File: config.mk
export PLATFORM = sky130hd
export DESIGN_NAME = div_shift_sub_flat
export DESIGN_NICKNAME = d
export VERILOG_FILES = /design/src/rtl/div_pkg.sv /design/src/rtl/div_shift_sub_if.sv /design/src/rtl/div_sub_step.sv /design/src/rtl/div_shift_sub.sv /design/src/flat_wrapper.sv
export SDC_FILE = /design/constraint.sdc
export NUM_CORES = 1
export LEC_CHECK = 0
export BUFFER_PORTS_ARGS = -buffer_cell sky130_fd_sc_hd__buf_2
export CORE_AREA = 3 3 94 96
export CTS_BUF_LIST = sky130_fd_sc_hd__clkbuf_2 sky130_fd_sc_hd__clkbuf_4 sky130_fd_sc_hd__clkbuf_8
export DETAILED_ROUTE_END_ITERATION = 12
export DIE_AREA = 0 0 97 99
export PLACE_DENSITY_LB_ADDON = 0.3
export SETUP_SLACK_MARGIN = 0.15
export SYNTH_ARGS = -nofsm -noshare
export SYNTH_HDL_FRONTEND = slang
export SYNTH_SLANG_ARGS = --single-unit
File: constraint.sdc
create_clock -name clk -period 2.4 [get_ports clk]
set_clock_uncertainty 0.2 [all_clocks]
set_input_delay 0.48 -clock clk [delete_from_list [all_inputs] [get_ports clk]]
set_output_delay 0.48 -clock clk [all_outputs]
set_load 0.01 [all_outputs]
File: src/rtl/div_pkg.sv
// Shared arithmetic-datapath package for the shift-subtract divider and the
// add-shift multiplier: default widths, FSM encoding, special-case constants
// and two's-complement magnitude/sign helpers.
package div_pkg;

    localparam int WA_DEF = 16;
    localparam int WB_DEF = 8;
    localparam int ITER   = WA_DEF;

    // Quotient written on signed overflow (-2^(WA-1) / -1) and on divide-by-zero
    localparam logic [WA_DEF-1:0] Q_OVF = 16'h8000;
    localparam logic [WA_DEF-1:0] Q_DZ  = 16'hFFFF;

    typedef enum logic [1:0] {
        IDLE = 2'd0,
        CALC = 2'd1,
        FIX  = 2'd2
    } state_t;

    // Sign bit of a WA-wide two's-complement operand
    function automatic logic sign_wa(input logic [WA_DEF-1:0] v);
        return v[WA_DEF-1];
    endfunction

    // Sign bit of a WB-wide two's-complement operand
    function automatic logic sign_wb(input logic [WB_DEF-1:0] v);
        return v[WB_DEF-1];
    endfunction

    // Two's-complement negation at WA width
    function automatic logic [WA_DEF-1:0] neg_wa(input logic [WA_DEF-1:0] v);
        return ~v + {{(WA_DEF-1){1'b0}}, 1'b1};
    endfunction

    // Magnitude of a WA-wide signed value, one bit wider so -2^(WA-1) is exact
    function automatic logic [WA_DEF:0] abs_wa(input logic [WA_DEF-1:0] v);
        logic [WA_DEF:0] ext;
        ext = {v[WA_DEF-1], v};
        if (v[WA_DEF-1]) begin
            return ~ext + {{WA_DEF{1'b0}}, 1'b1};
        end else begin
            return ext;
        end
    endfunction

    // Magnitude of a WB-wide signed value, one bit wider so -2^(WB-1) is exact
    function automatic logic [WB_DEF:0] abs_wb(input logic [WB_DEF-1:0] v);
        logic [WB_DEF:0] ext;
        ext = {v[WB_DEF-1], v};
        if (v[WB_DEF-1]) begin
            return ~ext + {{WB_DEF{1'b0}}, 1'b1};
        end else begin
            return ext;
        end
    endfunction

endpackage

File: src/rtl/div_shift_sub_if.sv
// Start/done handshake bundle of the signed divider.
interface div_shift_sub_if
    import div_pkg::*;
#(
    parameter int WA = WA_DEF,
    parameter int WB = WB_DEF
) ();

    logic          start;
    logic [WA-1:0] A;
    logic [WB-1:0] B;
    logic [WA-1:0] Q;
    logic [WB-1:0] R;
    logic          busy;
    logic          done;
    logic          dz;
    logic          ovf;

    // Requester side: issues operands, receives results
    modport master (
        output start, A, B,
        input  Q, R, busy, done, dz, ovf
    );

    // Divider side
    modport slave (
        input  start, A, B,
        output Q, R, busy, done, dz, ovf
    );

endinterface

File: src/rtl/div_sub_step.sv
// One restoring shift-subtract iteration: shift the next dividend bit into the
// partial remainder and subtract the divisor magnitude when it fits.
module div_sub_step #(
    parameter int WB = 8
) (
    input  logic [WB:0] rem,
    input  logic        bit_in,
    input  logic [WB:0] b_mag,
    output logic [WB:0] rem_next,
    output logic        q_bit
);

    logic [WB:0] shifted;
    logic        fits;

    // The shifted candidate is conceptually WB+2 bits wide; its top bit is
    // rem[WB], which makes the candidate exceed any divisor magnitude. The
    // difference always fits back into WB+1 bits.
    always_comb begin
        shifted  = {rem[WB-1:0], bit_in};
        fits     = rem[WB] | (shifted >= b_mag);
        rem_next = shifted;
        q_bit    = 1'b0;
        if (fits) begin
            rem_next = shifted - b_mag;
            q_bit    = 1'b1;
        end else begin
            rem_next = shifted;
            q_bit    = 1'b0;
        end
    end

endmodule

File: src/rtl/div_shift_sub.sv
// Sequential signed restoring divider. Fixed 17-clock latency from accept to
// done for every operand pair; divide-by-zero and overflow run the full
// iteration sequence and substitute their results at fix-up.
module div_shift_sub
    import div_pkg::*;
#(
    parameter int WA = WA_DEF,
    parameter int WB = WB_DEF
) (
    input logic            clk,
    input logic            rst,
    div_shift_sub_if.slave bus
);

    localparam int               CNT_W    = $clog2(WA);
    localparam logic [CNT_W-1:0] CNT_LAST = CNT_W'(WA - 1);
    localparam logic [CNT_W-1:0] CNT_ONE  = CNT_W'(1);

    state_t           state;
    logic [CNT_W-1:0] cnt;
    logic             a_sign;
    logic             b_sign;
    logic             dz_pend;
    logic             ovf_pend;
    logic [WB:0]      b_mag;
    logic [WB:0]      rem;
    logic [WA-1:0]    quot;

    logic [WA-1:0]    q_out;
    logic [WB-1:0]    r_out;
    logic             busy_out;
    logic             done_out;
    logic             dz_out;
    logic             ovf_out;

    logic [WA-1:0]    a_mag_s;
    logic [WB:0]      b_ext_s;
    logic [WB:0]      b_mag_s;
    logic             is_dz_s;
    logic             is_ovf_s;
    logic [WB:0]      rem_next_s;
    logic             q_bit_s;
    logic [WA-1:0]    q_signed_s;
    logic [WB-1:0]    r_signed_s;

    // Operand magnitudes and special-case detection at the accept edge.
    // |A| never exceeds 2^(WA-1), which is exact as a WA-bit unsigned value.
    always_comb begin
        b_ext_s = {bus.B[WB-1], bus.B};
        if (bus.A[WA-1]) begin
            a_mag_s = ~bus.A + {{(WA-1){1'b0}}, 1'b1};
        end else begin
            a_mag_s = bus.A;
        end
        if (bus.B[WB-1]) begin
            b_mag_s = ~b_ext_s + {{WB{1'b0}}, 1'b1};
        end else begin
            b_mag_s = b_ext_s;
        end
        is_dz_s  = (bus.B == {WB{1'b0}});
        is_ovf_s = (bus.A == Q_OVF) && (bus.B == {WB{1'b1}});
    end

    div_sub_step #(
        .WB (WB)
    ) u_step (
        .rem      (rem),
        .bit_in   (quot[WA-1]),
        .b_mag    (b_mag),
        .rem_next (rem_next_s),
        .q_bit    (q_bit_s)
    );

    // Sign fix-up: quotient follows sign(A)^sign(B), remainder follows sign(A).
    // The stored remainder is below |B| <= 2^(WB-1), so its low WB bits hold it.
    always_comb begin
        if (a_sign ^ b_sign) begin
            q_signed_s = ~quot + {{(WA-1){1'b0}}, 1'b1};
        end else begin
            q_signed_s = quot;
        end
        if (a_sign) begin
            r_signed_s = ~rem[WB-1:0] + {{(WB-1){1'b0}}, 1'b1};
        end else begin
            r_signed_s = rem[WB-1:0];
        end
    end

    // Control FSM, iteration datapath and registered result outputs
    always_ff @(posedge clk or posedge rst) begin
        if (rst) begin
            state    <= IDLE;
            cnt      <= {CNT_W{1'b0}};
            a_sign   <= 1'b0;
            b_sign   <= 1'b0;
            dz_pend  <= 1'b0;
            ovf_pend <= 1'b0;
            b_mag    <= {(WB+1){1'b0}};
            rem      <= {(WB+1){1'b0}};
            quot     <= {WA{1'b0}};
            q_out    <= {WA{1'b0}};
            r_out    <= {WB{1'b0}};
            busy_out <= 1'b0;
            done_out <= 1'b0;
            dz_out   <= 1'b0;
            ovf_out  <= 1'b0;
        end else begin
            case (state)
                IDLE: begin
                    done_out <= 1'b0;
                    if (bus.start) begin
                        a_sign   <= bus.A[WA-1];
                        b_sign   <= bus.B[WB-1];
                        b_mag    <= b_mag_s;
                        quot     <= a_mag_s;
                        rem      <= {(WB+1){1'b0}};
                        dz_pend  <= is_dz_s;
                        ovf_pend <= is_ovf_s;
                        cnt      <= {CNT_W{1'b0}};
                        busy_out <= 1'b1;
                        state    <= CALC;
                    end
                end
                CALC: begin
                    // quot doubles as the dividend shift register: its MSB
                    // feeds the step, the new quotient bit enters at the LSB
                    rem  <= rem_next_s;
                    quot <= {quot[WA-2:0], q_bit_s};
                    if (cnt == CNT_LAST) begin
                        state <= FIX;
                    end else begin
                        cnt <= cnt + CNT_ONE;
                    end
                end
                FIX: begin
                    if (dz_pend) begin
                        q_out   <= Q_DZ;
                        r_out   <= {WB{1'b0}};
                        dz_out  <= 1'b1;
                        ovf_out <= 1'b0;
                    end else if (ovf_pend) begin
                        q_out   <= Q_OVF;
                        r_out   <= {WB{1'b0}};
                        dz_out  <= 1'b0;
                        ovf_out <= 1'b1;
                    end else begin
                        q_out   <= q_signed_s;
                        r_out   <= r_signed_s;
                        dz_out  <= 1'b0;
                        ovf_out <= 1'b0;
                    end
                    busy_out <= 1'b0;
                    done_out <= 1'b1;
                    state    <= IDLE;
                end
                default: begin
                    busy_out <= 1'b0;
                    done_out <= 1'b0;
                    state    <= IDLE;
                end
            endcase
        end
    end

    assign bus.Q    = q_out;
    assign bus.R    = r_out;
    assign bus.busy = busy_out;
    assign bus.done = done_out;
    assign bus.dz   = dz_out;
    assign bus.ovf  = ovf_out;

endmodule

File: src/flat_wrapper.sv
// flat-port wrapper written by rule: the top's interface ports become plain ports
module div_shift_sub_flat import div_pkg::*;
#(
    parameter int WA = WA_DEF,
    parameter int WB = WB_DEF
)
  (clk, rst, bus_start, bus_A, bus_B, bus_Q, bus_R, bus_busy, bus_done, bus_dz, bus_ovf);
  div_shift_sub_if #(.WA(WA), .WB(WB)) bus_i ();
  input logic clk;
  input logic rst;
  input wire logic [$bits(bus_i.start)-1:0] bus_start;
  input wire logic [$bits(bus_i.A)-1:0] bus_A;
  input wire logic [$bits(bus_i.B)-1:0] bus_B;
  output wire logic [$bits(bus_i.Q)-1:0] bus_Q;
  output wire logic [$bits(bus_i.R)-1:0] bus_R;
  output wire logic [$bits(bus_i.busy)-1:0] bus_busy;
  output wire logic [$bits(bus_i.done)-1:0] bus_done;
  output wire logic [$bits(bus_i.dz)-1:0] bus_dz;
  output wire logic [$bits(bus_i.ovf)-1:0] bus_ovf;
  assign bus_i.start = bus_start;
  assign bus_i.A = bus_A;
  assign bus_i.B = bus_B;
  assign bus_Q = bus_i.Q;
  assign bus_R = bus_i.R;
  assign bus_busy = bus_i.busy;
  assign bus_done = bus_i.done;
  assign bus_dz = bus_i.dz;
  assign bus_ovf = bus_i.ovf;
  div_shift_sub #(.WA(WA), .WB(WB)) u_core (.clk(clk), .rst(rst), .bus(bus_i));
endmodule
# After elaboration in Yosys (flattened, before gate mapping)
# Index checks and enable logic that the tools add are counted.
[classes] n_addsub=6 mul=0 n_div=0 order_cmp=1 eq_ne=8 n_shift=0 mux=26 n_bitwise=7 n_reduce_logical=9
[ops] operator="16-bit 2-to-1 mux" n=5
[ops] operator="16-bit by 1-bit adder with 16-bit output (second input constant)" n=2
[ops] operator="16-bit inverter" n=2
[ops] operator="16-bit case mux with 2 select lines" n=1
[ops] operator="9-bit 2-to-1 mux" n=3
[ops] operator="8-bit 2-to-1 mux" n=3
[ops] operator="9-bit case mux with 2 select lines" n=1
[ops] operator="16-bit equality test (second input constant)" n=1
[ops] operator="9-bit by 1-bit adder with 9-bit output (second input constant)" n=1
[ops] operator="9-bit greater-or-equal comparator" n=1
[ops] operator="9-bit inverter" n=1
[ops] operator="9-bit subtractor" n=1
[ops] operator="8-bit by 1-bit adder with 8-bit output (second input constant)" n=1
[ops] operator="8-bit equality test (second input constant)" n=1
[ops] operator="8-bit logical NOT" n=1
[ops] operator="4-bit 2-to-1 mux" n=2
[ops] operator="8-bit inverter" n=1
[ops] operator="4-bit case mux with 2 select lines" n=1
[ops] operator="2-bit AND reduction" n=4
[ops] operator="1-bit 2-to-1 mux" n=5
[ops] operator="4-bit by 1-bit adder with 4-bit output (second input constant)" n=1
[ops] operator="4-bit equality test (second input constant)" n=1
[ops] operator="2-bit 2-to-1 mux" n=2
[ops] operator="2-bit inequality test (second input constant)" n=2
[ops] operator="12 further kinds" n=13
[totals] regBits=72 latch_bits=0 ramBits=0 romBits=0 word_cells=72 n_memories=0

# Depth between registers and ports, before layout
# Gate-level depths: netlist of run 1.
[logic_depth] word_depth=5 depth_mapped=10 mapped_depth_nobuf=10

# Cells and area by module
# A second synthesis of run 1 with hierarchy kept.
[unflattened] cells_unflattened=468 hier_area_um2=4322.9
[modules_own_cells] mod="div_shift_sub" instances=1 cells_per_inst=391 area_each_um2=3707.3
[modules_own_cells] mod="div_sub_step" instances=1 cells_per_inst=77 area_each_um2=615.6

# Least setup slack after synthesis of run 1
# OpenSTA, ideal clock, no wires.
[synth_path] path_kind="flip-flop to flip-flop" start="register u_core.quot[15]" end="register u_core.rem[8]" setup_ns=0.083 arrival_time_ns=2.246 required_ns=2.117 path_slack_ns=-0.129 path_stages_with_launch=11 n_path_buf=0 period_less_slack_ns=2.529 cell_sequence="dfrtp_1 inv_1 ha_1 inv_1 fa_1 a211oi_1 nor3_1 o31ai_1 a21oi_1 a311o_1 o21ai_0"
[synth_via] elab_chain_cells=4
[synth_rtl] item="from (decl)" line_no="div_shift_sub.sv:27" rtl="logic [WA-1:0] quot;"
[synth_rtl] item="from (signal assigned)" line_no="div_shift_sub.sv:100" rtl="quot <= {WA{1'b0}};"
[synth_rtl] item="from (signal assigned)" line_no="div_shift_sub.sv:115" rtl="quot <= a_mag_s;"
[synth_rtl] item="from (signal assigned)" line_no="div_shift_sub.sv:128" rtl="quot <= {quot[WA-2:0], q_bit_s};"
[synth_rtl] item="9-bit greater-or-equal comparator" line_no="div_sub_step.sv:21" rtl="fits = rem[WB] | (shifted >= b_mag);"
[synth_rtl] item="1-bit bitwise OR" line_no="div_sub_step.sv:21"
[synth_rtl] item="9-bit 2-to-1 mux *" line_no="div_sub_step.sv:24" rtl="if (fits) begin"
[synth_rtl] item="9-bit case mux with 2 select lines *" line_no="div_shift_sub.sv:108" rtl="case (state)"
[synth_rtl] item="to (signal assigned)" line_no="div_shift_sub.sv:99" rtl="rem <= {(WB+1){1'b0}};"
[synth_rtl] item="to (signal assigned)" line_no="div_shift_sub.sv:116" rtl="rem <= {(WB+1){1'b0}};"
[synth_rtl] item="to (signal assigned)" line_no="div_shift_sub.sv:127" rtl="rem <= rem_next_s;"
[synth_rtl] item="to (decl)" line_no="div_shift_sub.sv:26" rtl="logic [WB:0] rem;"
# Every way passes the cells marked *; elsewhere a longest branch is shown, timed or not.
# A chain may end at the register's enable or synchronous reset.

# Final worst setup path of run 1
# Ends and elaborated chain as after synthesis.

==> results of run 1 <==
## final timing paths
| check | start | to | slack (ns) | depth (start not counted) |
|---|---|---|---|---|
| max | u_core.quot[15] | u_core.rem[8] | -0.02 | 11 |
| min | rst | u_core.bus.R[6] | 0.03 | 3 |
| max reg2reg | u_core.quot[15] | u_core.rem[8] | -0.02 | 11 |
| min reg2reg | u_core.bus.Q[4] | u_core.bus.Q[4] | 0.27 | 2 |
| max in group asynchronous | rst | u_core.rem[0] | 1.63 | 3 |
| min in group clk | bus_A[11] | u_core.quot[11] | 0.23 | 3 |
## sequential cells by signal, summed over array words and instances (netlist names)
| signal | flops |
|---|---|
| u_core.quot | 16 |
| u_core.dz_pend | 1 |
| u_core.bus.Q | 16 |
| u_core.bus.busy | 1 |
| u_core.bus.dz | 1 |
| u_core.rem | 9 |
| u_core.a_sign | 1 |
| u_core.state | 2 |
| u_core.b_sign | 1 |
| u_core.bus.ovf | 1 |
| u_core.bus.done | 1 |
| u_core.cnt | 4 |
| u_core.b_mag | 9 |
| u_core.ovf_pend | 1 |
| u_core.bus.R | 8 |
## through the flow
step	hold WS (ns)	area, sq um	util (%)
3_3_place_gp	0.255	4870	59.9
5_1_grt	0.0566	5290	65.1
3_5_place_dp	0.264	4870	59.9
4_1_cts	0.0435	5110	62.8
2_1_floorplan	0.250	4330	-
6_report	0.0265	5290	65.1
## cells in the final DEF, fill, tap and decap left out, drive strengths merged, types with 2 or more instances in the layout
| cell type | n |
|---|---|
| clkinvlp | 2 |
| nor3 | 10 |
| o311ai | 2 |
| dfrtp | 72 |
| nand2 | 67 |
| or4 | 5 |
| o22ai | 16 |
| buf | 92 |
| a21oi | 33 |
| a22oi | 8 |
| or3 | 4 |
| nand3 | 7 |
| nor4 | 3 |
| a211oi | 3 |
| inv | 26 |
| mux2i | 7 |
| nand2b | 4 |
| o21a | 3 |
| a21o | 4 |
| nor2 | 18 |
| o31a | 2 |
| xnor2 | 16 |
| clkinv | 2 |
| o31ai | 13 |
| a41oi | 2 |
| and3 | 3 |
| o41ai | 5 |
| a32oi | 3 |
| ha | 15 |
| o21ai | 58 |
| xor2 | 28 |
| nand4 | 2 |
| a31oi | 4 |
| clkbuf | 14 |
| nor2b | 2 |
## area by class of cell
| type | instances | area, sq um |
|---|---|---|
| clock inverters | 3 | 40.0 |
| inverters | 28 | 113 |
| repair buffers | 93 | 609 |
| clock buffers | 13 | 166 |
| flip-flops and latches | 72 | 1800 |
| fillers | 666 | 2840 |
| well taps | 105 | 131 |
| multi-input cells | 355 | 2430 |
## worst max-delay path, cell delays in order (launching register included)
cell,delay [ns]
dfrtp_1,0.38
inv_1,0.06
ha_2,0.18
inv_2,0.04
fa_2,0.36
a211oi_2,0.24
nor3_1,0.08
o31ai_1,0.30
buf_4,0.17
buf_6,0.08
a311o_1,0.16
o21ai_1,0.06
## routing by layer
layer | up-vias | global-route usage [%] | share of wire [%]
li1 | 1878 | - | -
met1 | 1776 | 31.6 | 49
met2 | 123 | 31.9 | 44
met3 | 13 | 3.40 | 5.3
met4 | 0 | 7.99 | 1.3
met5 | - | 0 | 0
## power groups by stage
stage               combinational, mW  clock (mW)  sequential, mW
finish                           4.30       0.992            2.16
global route                     4.76        1.08            2.21
CTS                              3.78        1.02            2.11
detailed placement               3.65           0            2.13
global placement                 3.60           0            2.11
floorplan                        2.65           0            2.03
## timing repair
item | CTS | global route
pin swaps | 7 | 6
endpoints found under the setup margin | 9 | 11
hold buffers | 0 | 0
endpoints found under the hold margin | 0 | 0
gates resized for setup | 6 | 22
buffers inserted | 3 | 5
cloned | 0 | 1
## kinds of logic after synthesis
group                    after synthesis
XOR/XNOR                              44
multiplexers                           8
flip-flops                            72
AND/OR/NAND/NOR                      127
buffers and inverters                 53
adder cells (fa/ha/maj)               16
AO/OA/AOI/OAI                        160
==> metrics.csv, run 1 <==
stage;metric;value;unit
power;switchingPower;3.05;mW
drt;vias_per_cell;5.67;
power;power;7.45;mW
clock_network;clock_path_buffers;2;
setup_path;startpoint_type;flop;
setup_path;crit_path_end_kind;flop;
floorplanning;fp.dieW;97;um
grt;grtUsageTotal;21.4;%
floorplanning;core;8130;sq um
synthesis;synth_top_area_share;41.7;%
layout;num_antenna_cells;0;
sta;fin_tns_setup;-0.0234;ns
placement;gp_congestion;0.895;
power;seqPwrFrac;29.0;%
clock_network;clk_latency;0.34;ns
setup_path;required;2.42;ns
synthesis;synth-xor-area-share;8.92;%
sta;finalSetupViolCount;1;
sta;rsz0062_at_grt;true;
synthesis;yosys_register_bits;72;
placement;place_ws;-0.119;ns
floorplanning;row_count;33;
power;p_comb_share;57.7;%
power;powerDensity;1410;nW/um^2
grt;grt_pass1_vias;3512;
layout;syn2layout_area_growth;22.5;%
drt;drc_errors;0;
synthesis;async_reset_ff_share;100;%
grt;grt_max_degree;73;
synthesis;synth_cells;480;
layout;fin_cells;669;
placement;dp_cells;644;
synthesis;synth_area_leaders;dfrtp_1 (42%), o21ai_0 (6.0%), nand2_1 (5.7%);
sta;fin_crit_sh;101;%
drt;num_vias;3790;
setup_path;worstPathMaxFanout;2;
drt;antenna_left;0;
sta;timing.final.ws_setup;-0.0234;ns
floorplanning;floorplan.initialDensity;53.1;%
grt;antenna_found_initial;0;
status;violations;negative setup slack;
sta;hold_viol;0;
grt;grt_overflow_total;0;
floorplanning;top_level_ports;55;
layout;drive_gt1_share;25.9;%
setup_path;cp.arrival;2.44;ns
synthesis;synth.yosys.seq_area_share;41.7;%
synthesis;synth_largest_area_cell;dfrtp_1;
placement;io_buffers;54;
power;clkPwrFrac;13.3;%
sta;finalMaxSlewViolations;0;
synthesis;synthAdderAreaFrac;4.81;%
synthesis;synth.avg_cell_area;9.00;sq um
floorplanning;dieArea;9600;sq um
clock_network;cts_root_buf;clkbuf_8;
clock_network;cts-buffers-inserted;9;
clock_network;h-tree-depth;3;
drt;wire_per_inst;15.5;um
power;netSwitchingFraction;41.0;%
grt;grt_pass1_wl;17000;um
synthesis;synth_common_cells;dfrtp_1 (72), nand2_1 (66), o21ai_0 (52);
power;p_int;4.39;mW
synthesis;synth-simple-area-share;14.7;%
synthesis;synth_nets;523;
clock_network;clk_pin_slew;0.07;ns
synthesis;yosysUniqueCellTypes;53;
sta;fin_crit;2.42;ns
synthesis;synth-edff-count;0;
clock_network;cts_tree;built;
clock_network;clkSinkCount;72;
synthesis;synth_mux_area_share;1.88;%
layout;fin_nets;602;
worst_hold_path;hold_path.class;in2async;
drt;routed_wl;10400;um
synthesis;ys.flop_type;dfrtp_1;
power;ir_drop;0.541;mV
synthesis;synth_top_family_by_area;compound AO/OA/AOI/OAI gates;
synthesis;netlist_area;4320;sq um
status;status;finished, violations left;
floorplanning;die_h;99;um
synthesis;yosysWarnings;0;
drt;drtIter0Drc;205;
run;cap_violations;0;
drt;drt_pass1_iterations;5;
synthesis;synth_most_common_cell;dfrtp_1;
setup_path;path_class;reg2reg;
sta;fmax;0.413;GHz
sta;tightest_slew;0.523;ns
synthesis;synth_compound_area_share;23.0;%
sta;slew_headroom;65.1;%
power;p_leak;2.40;nW
placement;place_hpwl;7450;um
(Power assumes the default switching activity.)
==> inputs of run 2 (changes only) <==
--- a/config.mk
+++ b/config.mk
@@ -6,10 +6,11 @@
 export NUM_CORES = 1
 export LEC_CHECK = 0
 export BUFFER_PORTS_ARGS = -buffer_cell sky130_fd_sc_hd__buf_2
-export CORE_AREA = 3 3 94 96
+export CORE_AREA = 2 2 88 90
 export CTS_BUF_LIST = sky130_fd_sc_hd__clkbuf_2 sky130_fd_sc_hd__clkbuf_4 sky130_fd_sc_hd__clkbuf_8
 export DETAILED_ROUTE_END_ITERATION = 12
-export DIE_AREA = 0 0 97 99
+export DIE_AREA = 0 0 90 92
+export HOLD_SLACK_MARGIN = 0.15
 export PLACE_DENSITY_LB_ADDON = 0.3
 export SETUP_SLACK_MARGIN = 0.15
 export SYNTH_ARGS = -nofsm -noshare
==> constraint.sdc (replaced) <==
create_clock -name clk -period 2.6 [get_ports clk]
set_clock_uncertainty 0.2 [all_clocks]
set_input_delay 0.52 -clock clk [delete_from_list [all_inputs] [get_ports clk]]
set_output_delay 0.52 -clock clk [all_outputs]
set_load 0.01 [all_outputs]
==> run 2 against run 1 <==
The flow now finishes without violations. Register-to-register slack gained 0.15 ns. Die area shrank 14%. Clock power grew 9.9%. Sequential share of layout area grew 1.3 points. First-iteration DRC count grew 23%. Sequential power shrank 7%. Utilization grew 3.4 points. Cell count shrank 2.7%. Via count grew 0.58%. Worst hold slack gained 0.23 ns. Combinational power shrank 18%. Critical endpoint unchanged. Largest cell class unchanged. Largest power group unchanged. Highest routed layer unchanged.
==> metrics.csv, run 2 (synthesis results as in run 1) <==
stage;metric;value;unit
status;status;finished, final reports clean;
layout;num_antenna_cells;0;
sta;fmax;0.404;GHz
clock_network;clkSinkCount;72;
setup_path;cp_cell_sequence;inv_1, ha_2, inv_2, fa_2, a211oi_2, nor3_2, o31ai_2, buf_4, buf_6, a311o_1, o21ai_1;
floorplanning;dieArea;8280;sq um
sta;finalSetupViolCount;0;
sta;slew_headroom;23.3;%
clock_network;h-tree-depth;3;
setup_path;crit_path_top_delay_cell;dfrtp_1;
sta;timing.final.ws_setup;0.126;ns
sta;tightest_slew;1.14;ns
sta;rsz0062_at_grt;true;
power;p_leak;2.33;nW
clock_network;cts_tree;built;
layout;multi_input_area;2350;sq um
worst_hold_path;hold_end;u_core.quot[11];
clock_network;cts-buffers-inserted;9;
layout;layout_common_cells;dfrtp_1 (70), nand2_1 (66), buf_2 (55), o21ai_0 (51), a21oi_1 (33);
layout;fin_nets;588;
setup_path;r2r_setup_slack;0.13;ns
power;powerDensity;1300;nW/um^2
layout;n_fill_cell;606;
setup_path;startpoint_type;flop;
clock_network;clk_pin_slew;0.08;ns
floorplanning;core;7450;sq um
clock_network;clock_path_buffers;2;
setup_path;critical_path_buf_inv_count;4;
drt;routed_wl;10100;um
drt;wire_per_inst;15.5;um
floorplanning;floorplan.initialDensity;58.0;%
floorplanning;row_count;32;
grt;grt_pass1_wl;16300;um
clock_network;clk_latency;0.36;ns
placement;io_buffers;54;
worst_hold_path;hold_depth;3;
placement;place_hpwl;7130;um
setup_path;r2r_start;u_core.quot[15];
setup_path;crit_path_end_kind;flop;
layout;regArea;1800;sq um
power;ir_drop;0.573;mV
drt;vias_per_cell;5.86;
drt;antenna_left;0;
floorplanning;fp.dieW;90;um
layout;drive_gt1_share;21.7;%
layout;syn2layout_area_growth;18.0;%
layout;final_common_cell;dfrtp_1;
floorplanning;top_level_ports;55;
grt;grtUsageTotal;24.7;%
grt;grt_pass1_vias;3391;
sta;hold_viol;0;
sta;fin_crit_sh;95.1;%
grt;grt_max_degree;44;
clock_network;cts_root_buf;clkbuf_8;
floorplanning;die_h;92;um
worst_hold_path;hold_path.startpoint;bus_A[11];
grt;grt_overflow_total;0;
setup_path;cp.arrival;2.50;ns
setup_path;worstPathMaxFanout;2;
drt;drc_errors;0;
drt;drtIter0Drc;253;
drt;drt_pass1_iterations;5;
setup_path;path_class;reg2reg;
setup_path;slowest_delay;0.39;ns
setup_path;required;2.63;ns
placement;gp_congestion;0.821;
placement;place_ws;-0.0110;ns
worst_hold_path;hold_path.class;in2reg;
run;cap_violations;0;
setup_path;r2r-end;u_core.rem[8];
drt;num_vias;3812;
setup_path;path_delay_family;compound AO/OA/AOI/OAI gates;
grt;antenna_found_initial;0;
setup_path;reg2regPathDepth;11;
placement;place_area;4720;sq um
sta;fin_crit;2.47;ns
layout;stdcell_area;5100;sq um
sta;finalMaxSlewViolations;0;
-- run 2: cell types whose count changed in the layout (fill, tap and decap cells not counted), moves of 3 or more --
cell   delta
buf_4    -14
ha_1      +3
inv_1     +3
ha_4      -4
-- run 2: worst max-delay path by stage --
stage | start | end | slack, ns | cells after the start
finish | u_core.quot[15] | u_core.rem[8] | 0.13 | 11
global route | u_core.quot[15] | u_core.rem[8] | 0.04 | 10
CTS | u_core.quot[15] | u_core.rem[8] | 0.15 | 11
detailed placement | u_core.quot[15] | u_core.rem[8] | -0.01 | 10
global placement | u_core.quot[15] | u_core.rem[8] | 0.11 | 10
floorplan | u_core.quot[15] | u_core.rem[8] | 0.15 | 10
-- run 2: routing by layer --
layer | track usage, % | wire length [um] | up-vias
met5 | 0 | 0 | -
li1 | - | - | 1850
met1 | 34.3 | 4510 | 1771
met4 | 11.3 | 212 | 0
met2 | 37.4 | 4690 | 170
met3 | 5.26 | 690 | 21
-- run 2: area by class of cell --
| cell class | instances | area share, % |
|---|---|---|
| Clock buffer | 10 | 2.70 |
| Clock inverter | 5 | 2.06 |
| Inverter | 28 | 2.14 |
| Multi-Input combinational cell | 355 | 46.1 |
| Sequential cell | 72 | 35.4 |
| Tap cell | 102 | 2.50 |
| Timing Repair Buffer | 79 | 9.13 |
-- run 2: worst reg2reg max path, cell delays in order (launching register included) --
cell      delay, ns
dfrtp_1        0.39
inv_1          0.07
ha_2           0.20
inv_2          0.05
fa_2           0.37
a211oi_2       0.29
nor3_2         0.09
o31ai_2        0.24
buf_4          0.17
buf_6          0.08
a311o_1        0.15
o21ai_1        0.06
-- run 2: where the power goes --
part	internal [mW]	switching, mW	total, mW
Sequential	1.52	0.489	2.01
Clock	0.658	0.428	1.09
Combinational	1.68	1.83	3.51
Total	3.86	2.75	6.60
-- run 2: what timing repair did --
action | in CTS | in global routing
endpoints found under the hold margin | 11 | 0
hold buffers | 1 | 0
pin swaps | 6 | 7
cloned | 0 | 1
setup endpoints to repair | 1 | 8
setup buffers | 5 | 4
resized for setup | 3 | 12
-- run 2: metrics by stage --
stage / std cells / total power, mW / hold WS [ns] / TNS, ns / util, %
3_5_place_dp: 625 / 5.12 / 0.266 / -0.0110 / 63.4
6_report: 651 / 6.60 / 0.260 / 0 / 68.4
5_1_grt: 651 / 7.10 / 0.287 / 0 / 68.4
2_1_floorplan: 480 / 4.32 / 0.250 / 0 / -
4_1_cts: 646 / 6.31 / 0.253 / 0 / 67.3
3_3_place_gp: 625 / 5.01 / 0.257 / 0 / 63.4
==> inputs of run 3 (changes only) <==
--- a/config.mk
+++ b/config.mk
@@ -5,11 +5,12 @@
 export SDC_FILE = /design/constraint.sdc
 export NUM_CORES = 1
 export LEC_CHECK = 0
+export ABC_AREA = 1
 export BUFFER_PORTS_ARGS = -buffer_cell sky130_fd_sc_hd__buf_2
-export CORE_AREA = 2 2 88 90
+export CORE_AREA = 2 2 91 93
 export CTS_BUF_LIST = sky130_fd_sc_hd__clkbuf_2 sky130_fd_sc_hd__clkbuf_4 sky130_fd_sc_hd__clkbuf_8
 export DETAILED_ROUTE_END_ITERATION = 12
-export DIE_AREA = 0 0 90 92
+export DIE_AREA = 0 0 93 95
 export HOLD_SLACK_MARGIN = 0.15
 export PLACE_DENSITY_LB_ADDON = 0.3
 export SETUP_SLACK_MARGIN = 0.15
==> constraint.sdc (replaced) <==
create_clock -name clk -period 2.6 [get_ports clk]
set_clock_uncertainty 0.2 [all_clocks]
set_input_delay 0.52 -clock clk [delete_from_list [all_inputs] [get_ports clk]]
set_output_delay 0.52 -clock clk [all_outputs]
set_load 0.02 [all_outputs]
==> run 3 against run 2 <==
Sequential share of layout area decreased by 0.77 points. Power decreased by 5.5%. Sequential cell count unchanged. Area after synthesis increased by 8.4%.
==> metrics.csv, run 3 <==
stage;metric;value;unit
setup_path;crit_path_top_delay_cell;dfrtp_1;
synthesis;synth_top_area_share;38.5;%
drt;drc_errors;0;
grt;grt_overflow_total;0;
clock_network;clkSinkCount;72;
placement;io_buffers;54;
drt;antenna_left;0;
synthesis;synth_common_cells;nand2_1 (181), nand3_1 (76), dfrtp_1 (72);
synthesis;netlist_area;4680;sq um
placement;gp_congestion;0.926;
clock_network;cts_root_buf;clkbuf_8;
setup_path;critPathLaunch;u_core.quot[15];
layout;num_antenna_cells;0;
floorplanning;fp.dieW;93;um
grt;grtUsageTotal;25.3;%
drt;drtIter0Drc;247;
setup_path;crit_top_cell;nand2_1;
clock_network;clock_path_buffers;2;
setup_path;slowest_delay;0.42;ns
clock_network;clk_latency;0.35;ns
layout;fin_nets;717;
clock_network;cts-resized-gates;0;
clock_network;clk_pin_slew;0.07;ns
drt;num_vias;4184;
layout;syn2layout_area_growth;11.1;%
floorplanning;row_count;33;
synthesis;async_reset_ff_share;100;%
sta;rsz0062_at_grt;false;
drt;vias_per_cell;5.34;
synthesis;synth-edff-count;0;
layout;drive_gt1_share;17.5;%
clock_network;cts_tree;built;
worst_hold_path;hold_path.class;in2reg;
sta;fin_tns_setup;0;ns
status;status;finished, final reports clean;
layout;layout_common_cells;nand2_1 (181), nand3_1 (76), dfrtp_1 (72), inv_1 (65), buf_2 (54);
sta;holdWs;0.226;ns
grt;antenna_found_initial;0;
sta;finalSetupViolCount;0;
drt;wire_per_inst;13.3;um
setup_path;startpoint_type;flop;
grt;grt_pass1_vias;3791;
clock_network;cts-buffers-inserted;9;
run;cap_violations;0;
synthesis;synth.yosys.seq_area_share;38.5;%
power;powerDensity;1200;nW/um^2
synthesis;synth_nets;666;
floorplanning;die_h;95;um
synthesis;yosys_register_bits;72;
synthesis;ys.flop_type;dfrtp_1;
setup_path;r2r_setup_slack;0.53;ns
setup_path;r2r_start;u_core.quot[15];
setup_path;required;2.65;ns
setup_path;worstPathMaxFanout;4;
drt;drt_pass1_iterations;5;
setup_path;crit_end;u_core.rem[6];
floorplanning;core;7930;sq um
sta;hold_viol;0;
synthesis;synth_area_leaders;dfrtp_1 (38%), nand2_1 (15%), nand3_1 (8.1%);
floorplanning;top_level_ports;55;
sta;fin_crit;2.07;ns
floorplanning;dieArea;8840;sq um
setup_path;cp.arrival;2.12;ns
setup_path;cp_cell_sequence;inv_1, ha_1, inv_1, fa_1, nand3_1, nand2_1, nand2_1, nand3b_1, nand2_1, nand2_1, nand3_1, nand2_1;
synthesis;synth_largest_area_cell;dfrtp_1;
sta;finalMaxSlewViolations;0;
synthesis;yosysWarnings;0;
synthesis;synth_most_common_cell;nand2_1;
power;ir_drop;0.563;mV
sta;fin_crit_sh;79.6;%
synthesis;yosysUniqueCellTypes;45;
placement;place_hpwl;8080;um
synthesis;synth.avg_cell_area;7.52;sq um
setup_path;path_class;reg2reg;
power;p_leak;2.64;nW
drt;routed_wl;10400;um
synthesis;synth_cells;623;
sta;slew_headroom;56.6;%
layout;final_common_cell;nand2_1;
grt;grt_max_degree;45;
sta;tightest_slew;0.650;ns
setup_path;reg2regPathDepth;12;
setup_path;r2r-end;u_core.rem[6];
sta;fmax;0.483;GHz
setup_path;crit_path_end_kind;flop;
grt;grt_pass1_wl;17700;um
clock_network;h-tree-depth;3;
floorplanning;floorplan.initialDensity;59.1;%
-- run 3: cell types whose count changed in the layout (fill, tap and decap cells not counted), moves of 7 or more --
cell     change
nand2_1    +115
a21oi_1     -15
o31ai_1      -8
o22ai_1     -15
o21ai_1     +23
buf_4       -20
inv_1       +41
nand3_1     +70
o21ai_0     -40
mux2i_1      -7
xnor2_1     -12
xor2_1      -15
inv_2       +10
nor2_1      +13
-- run 3: per-layer routing --
| metal | vias to the layer above | GRT usage, % | share of wire, % |
|---|---|---|---|
| li1 | 2137 | - | - |
| met1 | 1911 | 37.1 | 50 |
| met2 | 120 | 38.2 | 43 |
| met3 | 16 | 2.95 | 5.1 |
| met4 | 0 | 10.3 | 2.0 |
| met5 | - | 0 | 0 |
-- run 3: cell families (layout without fill, tap and decap cells) --
group / after synthesis / in the layout / synth area share [%]
buffers and inverters: 99 / 155 / 9.51
AO/OA/AOI/OAI: 90 / 90 / 11.8
XOR/XNOR: 17 / 17 / 3.18
AND/OR/NAND/NOR: 329 / 329 / 32.6
flip-flops: 72 / 72 / 38.5
adder cells (fa/ha/maj): 16 / 16 / 4.43
-- run 3: worst max-delay path, delay by kind of cell, from the launching register on --
kind	cells	cell delay, ns
fa+ha+maj	2	0.55
flops	1	0.42
simple gates	8	0.62
buf+inv	2	0.18
-- run 3: cell type report --
type | instances | area (sq um)
Clock buffer | 11 | 139
Inverter | 82 | 330
Fill cell | 735 | 2720
Multi-Input combinational cell | 452 | 2440
Sequential cell | 72 | 1800
Tap cell | 105 | 131
Timing Repair Buffer | 57 | 308
Clock inverter | 5 | 57.6
-- run 3: through the flow --
| step | util [%] | worst slack [ns] | cell area, sq um | total power, mW | instances |
|---|---|---|---|---|---|
| floorplan | - | 0.734 | 4690 | 4.67 | 623 |
| global placement | 63.0 | 0.557 | 5000 | 5.24 | 767 |
| detailed placement | 63.0 | 0.547 | 5000 | 5.35 | 767 |
| CTS | 65.6 | 0.530 | 5200 | 6.24 | 784 |
| global route | 65.6 | 0.386 | 5200 | 6.83 | 784 |
| finish | 65.6 | 0.529 | 5200 | 6.24 | 784 |
-- run 3: power by group --
part / leakage (nW) / switching, mW / internal (mW)
Combinational: 1.69 / 2.13 / 1.28
Clock: 0.0924 / 0.419 / 0.463
Sequential: 0.861 / 0.404 / 1.55
Total: 2.64 / 2.95 / 3.29
-- run 3: repair_timing --
action / 4_1_cts / 5_1_grt
endpoints found under the hold margin: 28 / 0
hold buffers: 1 / 0
setup buffers: 0 / 0
-- run 3: worst min-delay path by stage --
stage                        startpoint             end  slack, ns  cells past startpoint
final                          bus_B[6]  u_core.dz_pend       0.23                      2
after global routing           bus_B[6]  u_core.dz_pend       0.25                      2
after CTS                      bus_B[6]  u_core.dz_pend       0.22                      2
after detailed placement  u_core.rem[8]   u_core.rem[8]       0.27                      2
after global placement    u_core.bus.dz   u_core.bus.dz       0.25                      2
after floorplan           u_core.rem[8]   u_core.rem[8]       0.25                      2
